--- src/rtl/led_seq_pkg.sv ---
// Shared types and reset constants for the LED bar sequencer.
// Latency: n/a (types and constants only).
// Backpressure: n/a.
package led_seq_pkg;

    localparam int          WIDTH_C       = 16;
    localparam int          CNT_W_C       = 32;
    localparam logic [31:0] DEF_PERIOD_C  = 32'd5000000;
    localparam logic [15:0] DEF_PATTERN_C = 16'hD221;

    localparam logic DIR_LEFT  = 1'b0;
    localparam logic DIR_RIGHT = 1'b1;

    typedef enum logic [2:0] {
        OP_NOP        = 3'd0,
        OP_LOAD_PAT   = 3'd1,
        OP_SET_PERIOD = 3'd2,
        OP_START      = 3'd3,
        OP_STOP       = 3'd4,
        OP_STEP       = 3'd5,
        OP_SET_DIR    = 3'd6,
        OP_SET_MODE   = 3'd7
    } op_e;

    // Encoding 3 is kept distinct but behaves exactly like ROTATE.
    typedef enum logic [1:0] {
        MODE_ROTATE     = 2'd0,
        MODE_BOUNCE     = 2'd1,
        MODE_BLINK      = 2'd2,
        MODE_ROTATE_ALT = 2'd3
    } mode_e;

    typedef enum logic [1:0] {
        ST_IDLE   = 2'd0,
        ST_RUN    = 2'd1,
        ST_SINGLE = 2'd2
    } state_e;

endpackage

--- src/rtl/led_seq_ctrl_if.sv ---
// Command port of the LED sequencer: opcode plus 32-bit argument.
// Latency: a command is taken on the edge where valid and ready are both high.
// Backpressure: ready drops while a single step is being applied; the host holds the command.
interface led_seq_ctrl_if;
    import led_seq_pkg::*;

    logic        cmd_valid;
    logic        cmd_ready;
    op_e         cmd_op;
    logic [31:0] cmd_data;

    modport master (output cmd_valid, output cmd_op, output cmd_data, input cmd_ready);
    modport slave  (input cmd_valid, input cmd_op, input cmd_data, output cmd_ready);
endinterface

--- src/rtl/led_seq_prescaler.sv ---
// Step prescaler: counts 0..period and flags the terminal count as a tick.
// Latency: tick is combinational from the count register; interval is period+1 cycles.
// Backpressure: none; clr has priority over counting, count holds while en is low.
module led_seq_prescaler #(
    parameter int CNT_W = 32
) (
    input  logic             clk,
    input  logic             rst,
    input  logic             en,
    input  logic             clr,
    input  logic [CNT_W-1:0] period,
    output logic             tick
);

    logic [CNT_W-1:0] count;

    assign tick = en && (count == period);

    // Count up while enabled, wrap to zero on the tick, restart on clear.
    always_ff @(posedge clk) begin
        if (rst) begin
            count <= '0;
        end else if (clr) begin
            count <= '0;
        end else if (en) begin
            count <= tick ? '0 : count + CNT_W'(1);
        end
    end

endmodule

--- src/rtl/led_seq_ctrl.sv ---
// Command-driven LED bar sequencer (rotate / bounce / blink) with run, stop and single-step.
// Latency: led and step_pulse update on the edge that ends the tick or SINGLE cycle.
// Backpressure: cmd_ready is low only in SINGLE; optional LED_SEQ_AUTOSTART_EN resets into RUN.
module led_seq_ctrl
    import led_seq_pkg::*;
#(
    parameter int               WIDTH       = 16,
    parameter int               CNT_W       = 32,
    parameter logic [CNT_W-1:0] DEF_PERIOD  = CNT_W'(DEF_PERIOD_C),
    parameter logic [WIDTH-1:0] DEF_PATTERN = WIDTH'(DEF_PATTERN_C)
) (
    input  logic             clk,
    input  logic             rst,
    led_seq_ctrl_if.slave    cmd,
    output logic [WIDTH-1:0] led,
    output logic             busy,
    output logic             step_pulse
);

    localparam int                 BSTEP_W = $clog2(WIDTH);
    localparam logic [BSTEP_W-1:0] BSTEP_LAST = BSTEP_W'(WIDTH - 2);

`ifdef LED_SEQ_AUTOSTART_EN
    localparam state_e RST_STATE = ST_RUN;
`else
    localparam state_e RST_STATE = ST_IDLE;
`endif

    state_e             state, state_nx;
    mode_e              mode, mode_nx;
    logic [WIDTH-1:0]   pattern, pattern_nx, rotated, led_nx;
    logic [CNT_W-1:0]   period, period_nx;
    logic [BSTEP_W-1:0] bstep, bstep_nx;
    logic               dir, dir_nx;
    logic               blank, blank_nx;
    logic               accept, cmd_blocks_step, step, cnt_clr, tick;

    assign cmd.cmd_ready = (state != ST_SINGLE);
    assign busy          = (state != ST_IDLE);
    assign accept        = cmd.cmd_valid && cmd.cmd_ready;
    assign rotated       = (dir == DIR_RIGHT) ? {pattern[0], pattern[WIDTH-1:1]}
                                              : {pattern[WIDTH-2:0], pattern[WIDTH-1]};

    led_seq_prescaler #(.CNT_W(CNT_W)) u_prescaler (
        .clk    (clk),
        .rst    (rst),
        .en     (state == ST_RUN),
        .clr    (cnt_clr),
        .period (period),
        .tick   (tick)
    );

    // State register.
    always_ff @(posedge clk) begin
        if (rst) begin
            state <= RST_STATE;
        end else begin
            state <= state_nx;
        end
    end

    // Next state and datapath: apply a step, then let an accepted command override it.
    always_comb begin
        state_nx        = state;
        mode_nx         = mode;
        pattern_nx      = pattern;
        period_nx       = period;
        bstep_nx        = bstep;
        dir_nx          = dir;
        blank_nx        = blank;
        cnt_clr         = 1'b0;
        // Only NOP and STEP let a coincident tick through; every other command owns the cycle.
        cmd_blocks_step = accept && (cmd.cmd_op != OP_NOP) && (cmd.cmd_op != OP_STEP);
        step            = (state == ST_SINGLE) || (tick && !cmd_blocks_step);

        if (step) begin
            case (mode)
                MODE_BLINK: begin
                    blank_nx = ~blank;
                end
                MODE_BOUNCE: begin
                    pattern_nx = rotated;
                    if (bstep == BSTEP_LAST) begin
                        dir_nx   = ~dir;
                        bstep_nx = '0;
                    end else begin
                        bstep_nx = bstep + BSTEP_W'(1);
                    end
                end
                default: begin
                    pattern_nx = rotated;
                end
            endcase
        end

        if (state == ST_SINGLE) begin
            state_nx = ST_IDLE;
        end

        if (accept) begin
            case (cmd.cmd_op)
                OP_LOAD_PAT: begin
                    pattern_nx = cmd.cmd_data[WIDTH-1:0];
                    blank_nx   = 1'b0;
                    bstep_nx   = '0;
                end
                OP_SET_PERIOD: begin
                    period_nx = cmd.cmd_data[CNT_W-1:0];
                    cnt_clr   = 1'b1;
                end
                OP_START: begin
                    state_nx = ST_RUN;
                    cnt_clr  = 1'b1;
                end
                OP_STOP: begin
                    state_nx = ST_IDLE;
                    cnt_clr  = 1'b1;
                    blank_nx = 1'b0;
                end
                OP_STEP: begin
                    if (state == ST_IDLE) begin
                        state_nx = ST_SINGLE;
                    end
                end
                OP_SET_DIR: begin
                    dir_nx = cmd.cmd_data[0];
                end
                OP_SET_MODE: begin
                    mode_nx  = mode_e'(cmd.cmd_data[1:0]);
                    bstep_nx = '0;
                    blank_nx = 1'b0;
                end
                default: begin
                end
            endcase
        end

        led_nx = blank_nx ? '0 : pattern_nx;
    end

    // Datapath registers; led is registered from the post-step/post-command view.
    always_ff @(posedge clk) begin
        if (rst) begin
            pattern    <= DEF_PATTERN;
            period     <= DEF_PERIOD;
            mode       <= MODE_ROTATE;
            dir        <= DIR_LEFT;
            blank      <= 1'b0;
            bstep      <= '0;
            led        <= DEF_PATTERN;
            step_pulse <= 1'b0;
        end else begin
            pattern    <= pattern_nx;
            period     <= period_nx;
            mode       <= mode_nx;
            dir        <= dir_nx;
            blank      <= blank_nx;
            bstep      <= bstep_nx;
            led        <= led_nx;
            step_pulse <= step;
        end
    end

endmodule

--- src/flat_wrapper.sv ---
// flat-port wrapper written by rule: the top's interface ports become plain ports
module led_seq_ctrl_flat import led_seq_pkg::*;
#(
    parameter int               WIDTH       = 16,
    parameter int               CNT_W       = 32,
    parameter logic [CNT_W-1:0] DEF_PERIOD  = CNT_W'(DEF_PERIOD_C),
    parameter logic [WIDTH-1:0] DEF_PATTERN = WIDTH'(DEF_PATTERN_C)
)
  (clk, rst, led, busy, step_pulse, cmd_cmd_valid, cmd_cmd_op, cmd_cmd_data, cmd_cmd_ready);
  led_seq_ctrl_if cmd_i ();
  input  logic clk;
  input  logic rst;
  output logic [WIDTH-1:0] led;
  output logic busy;
  output logic step_pulse;
  input wire logic [$bits(cmd_i.cmd_valid)-1:0] cmd_cmd_valid;
  input wire logic [$bits(cmd_i.cmd_op)-1:0] cmd_cmd_op;
  input wire logic [$bits(cmd_i.cmd_data)-1:0] cmd_cmd_data;
  output wire logic [$bits(cmd_i.cmd_ready)-1:0] cmd_cmd_ready;
  assign cmd_i.cmd_valid = cmd_cmd_valid;
  assign cmd_i.cmd_op = cmd_cmd_op;
  assign cmd_i.cmd_data = cmd_cmd_data;
  assign cmd_cmd_ready = cmd_i.cmd_ready;
  led_seq_ctrl #(.WIDTH(WIDTH), .CNT_W(CNT_W), .DEF_PERIOD(DEF_PERIOD), .DEF_PATTERN(DEF_PATTERN)) u_core (.clk(clk), .rst(rst), .cmd(cmd_i), .led(led), .busy(busy), .step_pulse(step_pulse));
endmodule
--- config.mk ---
export PLATFORM = sky130hd
export DESIGN_NAME = led_seq_ctrl_flat
export DESIGN_NICKNAME = d
export VERILOG_FILES = /design/src/rtl/led_seq_pkg.sv /design/src/rtl/led_seq_ctrl_if.sv /design/src/rtl/led_seq_prescaler.sv /design/src/rtl/led_seq_ctrl.sv /design/src/flat_wrapper.sv
export SDC_FILE = /design/constraint.sdc
export NUM_CORES = 1
export LEC_CHECK = 0
export CAP_MARGIN = 20
export CORE_MARGIN = 5
export CORE_UTILIZATION = 50
export CTS_BUF_LIST = sky130_fd_sc_hd__clkbuf_4
export DETAILED_ROUTE_END_ITERATION = 8
export PLACE_DENSITY = 0.76
export SLEW_MARGIN = 25
export SYNTH_ARGS = -nofsm -noshare
export SYNTH_HDL_FRONTEND = slang
export SYNTH_SLANG_ARGS = --single-unit
export TNS_END_PERCENT = 50
--- constraint.sdc ---
create_clock -name clk -period 3.1 [get_ports clk]
set_input_delay 0.62 -clock clk [delete_from_list [all_inputs] [get_ports clk]]
set_output_delay 0.62 -clock clk [all_outputs]
set_load 0.05 [all_outputs]
==> qor.csv <==
metric,value,unit
Lkg Pwr,2.06,nW
number of I/O port buffers,56,
number of global-route vias before repair,4044,
I/O pin cnt,57,
first-pass GRT wire length,18800,um
DRC violations left,0,
total number of H-tree levels,3,
Worst Setup End Kind,output pin,
row count,36,
Routed Antenna Nets,0,
drt total wl,11200,um
type of origin of the critical path,flop,
GR Overflow Total,0,
status,"finished, final reports clean",
diode count,0,
fin nets,677,
CP Max Fanout,4,
crit path kind,reg -> out,
CTS Buf Count,9,
Fin Setup TNS,0,ns
Mapped Cells,594,
Design Power,2.36,mW
Yosys cell types,46,
fin util,58.9,%
"Arr. time, crit path",2.20,ns
Ys Warns,0,
CP required,2.48,ns
Die Wd,110,um
slew of the pin with the lowest slew margin,0.747,ns
# setup viols final,0,
RD Place Congestion,0.831,
Avg WL per Cell,14.5,um
Mean Syn Cell Area,8.40,um^2
unrepaired setup endpoints after global routing,no,
number of synthesized flops with an enable pin,0,
"Hold Vio Cnt, Final",0,
Final Cell Area,0.00575,mm^2
vias per cell,5.33,
clock latency on the worst-skew pair,0.46,ns
Initial DRC Count,160,
hold buffer count at cts,0,
total track usage,19.5,%
cell area power density,410,mW/mm^2
Post-synth ARST share,0,%
Area Overhead vs Synth,15.3,%
initial core utilization,51.1,%
post-cts sizing count,0,
largest net degree at the start of global routing,36,
clock buffer depth,2,
synthesized area,0.00499,mm^2
"Slew Viols, Final",0,
hold crit path type,reg -> reg,
setup repair bufs after CTS,0,
core area,0.00977,mm^2
Tcrit/Tclk final,91.1,%
relative slew slack,50.2,%
syn_nets,637,
min Tclk post-route,2.82,ns
initial antenna violation count,0,
Layout Skew,0.0198,ns
max_cap viols,0,
Peak VDD IR,0.249,mV
dominant synthesized flop cell,dfxtp_1,
Vias,4112,
"Reg clk slew, reported paths",0.17,ns
"FF+latch count, synth",107,
sequential share of the synthesized area,42.9,%
share of cells above drive strength 1,6.57,%
Die H,110,um
CTS Root Cell,clkbuf_4,
HPWL Detailed,8290,um
TritonCTS clock tree,built,
dpl cell area,0.00563,mm^2
drt pass-1 iters,4,
die area,0.0121,mm^2
Max Freq,0.354,GHz
clock sink count,107,
-- report_power, final --
| group | leakage, nW | switching (mW) | internal, mW | total (mW) |
|---|---|---|---|---|
| sequential | 0.867 | 0.0209 | 1.41 | 1.43 |
| combinational | 1.12 | 0.149 | 0.117 | 0.266 |
| clock | 0.0684 | 0.485 | 0.181 | 0.666 |
| total | 2.06 | 0.655 | 1.71 | 2.36 |
-- critical path, cell delays in order (launching register included) --
cell and delay, ns:
dfxtp_1 0.42, inv_1 0.10, ha_1 0.26, inv_1 0.15
clkdlybuf4s50_1 0.83
-- per-stage QoR --
stage	worst slack, ns	hold WS [ns]	cells
6_report	0.276	0.478	772
5_1_grt	0.161	0.505	772
4_1_cts	0.242	0.481	772
3_5_place_dp	0.180	0.461	756
3_3_place_gp	0.332	0.457	756
2_1_floorplan	0.780	0.448	594
-- cells in the mapped netlist, types with 5 or more instances --
library cell  number  share of area (%)
a211o_1           16                2.8
nor2_1            42                3.2
xor2_1            22                3.9
nor2b_1           19                2.4
nand4_1           18                2.3
a211oi_1          18                2.7
o21ai_0            5               0.50
inv_1             12               0.90
nand2b_1           5               0.63
dfxtp_1          107                 43
clkbuf_1          28                2.1
a21oi_1           66                6.6
ha_1               5                1.3
nand2_1           98                7.4
nand3b_1           9                1.4
and3_1             6               0.75
nor3_1            10                1.0
xnor2_1           39                6.8
nand3_1           13                1.3
a21oi_2           10                1.8
-- metal layers --
metal	wire length (um)	GRT usage [%]
met1	5010	24.0
met2	5800	34.7
met3	290	4.11
met4	96	4.36
met5	0	0
-- sequential cells by signal (all words and copies together), names as in the netlist --
register	flops
u_core.step_pulse	1
u_core.period	32
u_core.u_prescaler.count	32
u_core.state	2
u_core.led	16
u_core.pattern	16
u_core.bstep	4
u_core.mode	2
u_core.blank	1
u_core.dir	1
-- final timing paths --
path	startpoint	end	slack [ns]	depth (start not counted)
worst max-delay path	u_core.state[0]$_SDFF_PP0_	cmd_cmd_ready	0.28	4
worst min-delay path	u_core.period[1]$_SDFFE_PP0P_	u_core.period[1]$_SDFFE_PP0P_	0.48	2
worst max register to register	u_core.state[0]$_SDFF_PP0_	u_core.u_prescaler.count[30]$_SDFFE_PP0N_	0.49	8
worst min register to register	u_core.period[1]$_SDFFE_PP0P_	u_core.period[1]$_SDFFE_PP0P_	0.48	2
-- placed cells by master, fill, tap and decap left out, drive strengths merged, types with 2 or more instances in the layout --
| cell | Yosys | final |
|---|---|---|
| a21boi | 6 | 6 |
| clkdlybuf4s50 | 0 | 55 |
| o21bai | 2 | 2 |
| a31oi | 3 | 3 |
| a211oi | 18 | 18 |
| and4 | 3 | 3 |
| o21ai | 5 | 5 |
| clkbuf | 28 | 9 |
| nor3 | 11 | 11 |
| nor2b | 19 | 19 |
| nand2 | 98 | 98 |
| dfxtp | 107 | 107 |
| nand3 | 13 | 13 |
| ha | 5 | 5 |
| nor2 | 42 | 42 |
| nand3b | 9 | 9 |
| and3 | 6 | 6 |
| a211o | 16 | 16 |
| mux2i | 2 | 2 |
| xnor2 | 39 | 39 |
| nor4 | 2 | 2 |
| nor3b | 2 | 2 |
| xor2 | 22 | 22 |
| nand2b | 5 | 5 |
| or3 | 4 | 4 |
| inv | 12 | 16 |
| buf | 9 | 11 |
| a21oi | 76 | 76 |
| clkinv | 0 | 2 |
| nand4 | 18 | 18 |
-- cell type report --
cell class / count / area, um^2
clock buffers: 9 / 67.6
clock inverters: 7 / 60.1
fillers: 872 / 4020
inverters: 12 / 45.0
multi-input cells: 438 / 2640
flip-flops and latches: 107 / 2140
well taps: 133 / 166
repair buffers: 66 / 631
-- kinds of logic after synthesis --
kind of cell,count (synthesis),share of synthesized area (%)
DFF,107,42.9
buffers and inverters,49,4.36
muxes,2,0.401
AOI/OAI and AO/OA,136,17.8
and+or+nand+nor,234,22.6
adders and majority gates,5,1.25
xor gates and xnor gates,61,10.7
No activity file was read; power rests on OpenSTA's default activity.
==> RTL edit (config.mk and constraints unchanged) <==
Reset style: asynchronous (`rst`), changed in 3 clocked blocks.
--- a/src/rtl/led_seq_prescaler.sv
+++ b/src/rtl/led_seq_prescaler.sv
@@ -17,7 +17,7 @@
     assign tick = en && (count == period);
 
     // Count up while enabled, wrap to zero on the tick, restart on clear.
-    always_ff @(posedge clk) begin
+    always_ff @(posedge clk or posedge rst) begin
         if (rst) begin
             count <= '0;
         end else if (clr) begin
--- a/src/rtl/led_seq_ctrl.sv
+++ b/src/rtl/led_seq_ctrl.sv
@@ -51,7 +51,7 @@
     );
 
     // State register.
-    always_ff @(posedge clk) begin
+    always_ff @(posedge clk or posedge rst) begin
         if (rst) begin
             state <= RST_STATE;
         end else begin
@@ -139,7 +139,7 @@
     end
 
     // Datapath registers; led is registered from the post-step/post-command view.
-    always_ff @(posedge clk) begin
+    always_ff @(posedge clk or posedge rst) begin
         if (rst) begin
             pattern    <= DEF_PATTERN;
             period     <= DEF_PERIOD;
Behaviour: differs if rst is asserted again (counterexample within 4 cycles, from zero or initial values and one cycle with rst high); with rst held inactive, the same outputs for 4 cycles.
==> RTL edit against the unedited design <==
Sequential share of layout area up 5.3 points; synthesized area rose by 8.8%; worst setup slack better by 0.034 ns; critical endpoint is now u_core.led[15]; critical path type is now reg2reg; count of clock-buffer cells in the layout up 1; design area increased by 10%; sequential cell count unchanged; routed wire length is 0.37% lower.
Power is not compared: it rests on default switching activity, and its combinational part moved more than twofold at a synthesized area within 25%.
==> RTL edit: results (changes against the unedited design) <==
[run_status]
status = complete, no violations

[finish]
num_antenna_cells = 0  ; unchanged
drive_above_1_share = 0.206  ; +0.140
layoutNonFillerInstCount = 698  ; -9.6%
fillers = 914  ; +4.8%
seq_area_mm2 = 0.00270  ; +26%
nets = 596  ; -12%

[critical_path]
max_stage_delay_ns = 0.59  ; -0.24 ns
path_delay_family = compound AO/OA/AOI/OAI gates
r2r_slack_ns = 0.31  ; -0.18 ns
slowest_stage = o41a_4
cp_max_fo = 33  ; +29
crit_start = u_core.period[3]

[drt]
via_per_inst = 5.40  ; +1.4%
first_iter_violations = 185  ; +16%
wl_um = 11200  ; -0.37%

[grt]
grt_pass1_vias = 3958  ; -2.1%
grt_max_degree = 108  ; +200%
use_met2 = 0.300  ; -0.0469
met1_usage = 0.238  ; -0.00200
grt_pass1_wl_um = 19100  ; +1.8%
met3_usage = 0.0476  ; +0.00646
grt.total_usage = 0.182  ; -0.0130

[synth]
async_reset_ff_frac = 1.00  ; +1.00
synth_compound_area_frac = 0.0958  ; -0.0819
ys_types = 50  ; +8.7%
ys_top_cells_by_area = dfrtp_1 (40%), dfstp_2 (9.7%), xor2_1 (8.1%)
synth-xor-area-share = 0.0984  ; -0.00868
syn_avg_cell_area_um2 = 11.0  ; +31%
ys_seq_area_frac = 0.498  ; +0.0684
synth_fa_ha_area_frac = 0.0115  ; -0.00102
synthTopCellsByCount = dfrtp_1 (87), xor2_1 (50), nor2_1 (40)
syn-num-nets = 538  ; -16%
synth_flop_cell = dfrtp_1
synth_mux_area_frac = 0.104  ; +0.0999

[sta]
holdWs_ns = 0.551  ; +0.0724 ns
clock_skew_ns = 0.0318  ; +0.0120 ns
worst_pin_slew_ns = 0.862  ; +0.115 ns
period_minus_slack_ns = 2.79  ; -0.0336 ns

[clock_tree]
worst_skew_pair.late_latency_ns = 0.48  ; +0.02 ns
post_cts_resized = 0  ; unchanged
cts_max_path_buffers = 2  ; unchanged
ctsRootBufferMaster = clkbuf_4

[power]
total_leakage_power_nw = 2.84
p_total_mw = 4.30
pg_clk_uw = 736

[place]
place.gp.congestion = 0.838  ; +0.88%
placedCellCount = 681  ; -9.9%
hpwl_um = 8060  ; -2.8%
place_area_mm2 = 0.00618  ; +9.9%
pre_cts_slack_ns = 0.164  ; -0.0158 ns

[worst_hold_path]
min_from = u_core.period[21]
hold_class = reg2reg

## RTL edit: cell types whose count changed in the layout (fill, tap and decap cells not counted), moves of 28 or more
cell / before / now
a21oi_1: 66 / 22
dfrtp_1: 0 / 87
dfxtp_1: 106 / 0
mux2_2: 0 / 35
nand2_1: 98 / 35
xnor2_1: 39 / 11
xor2_1: 22 / 50
## RTL edit: metal layers
layer  routed length [µm]  part of all wire
met5                    0                 0
met4                  158             0.014
met3                  491             0.044
met2                 5440              0.49
met1                 5060              0.45
## RTL edit: layout make-up
cell class / instances / area share
timing repair buffer: 70 / 0.109
inverter: 11 / 0.00789
clock inverter: 6 / 0.0108
multi-input combinational: 354 / 0.407
tap: 140 / 0.0276
sequential: 107 / 0.426
clock buffer: 10 / 0.0118
## RTL edit: worst paths after layout
kind | to | cells past startpoint
min in group asynchronous | u_core.period[28] | 3
min reg2reg | u_core.period[21] | 1
max | u_core.led[15] | 8
min | u_core.period[21] | 1
max in group asynchronous | u_core.led[5] | 3
max reg2reg | u_core.led[15] | 8
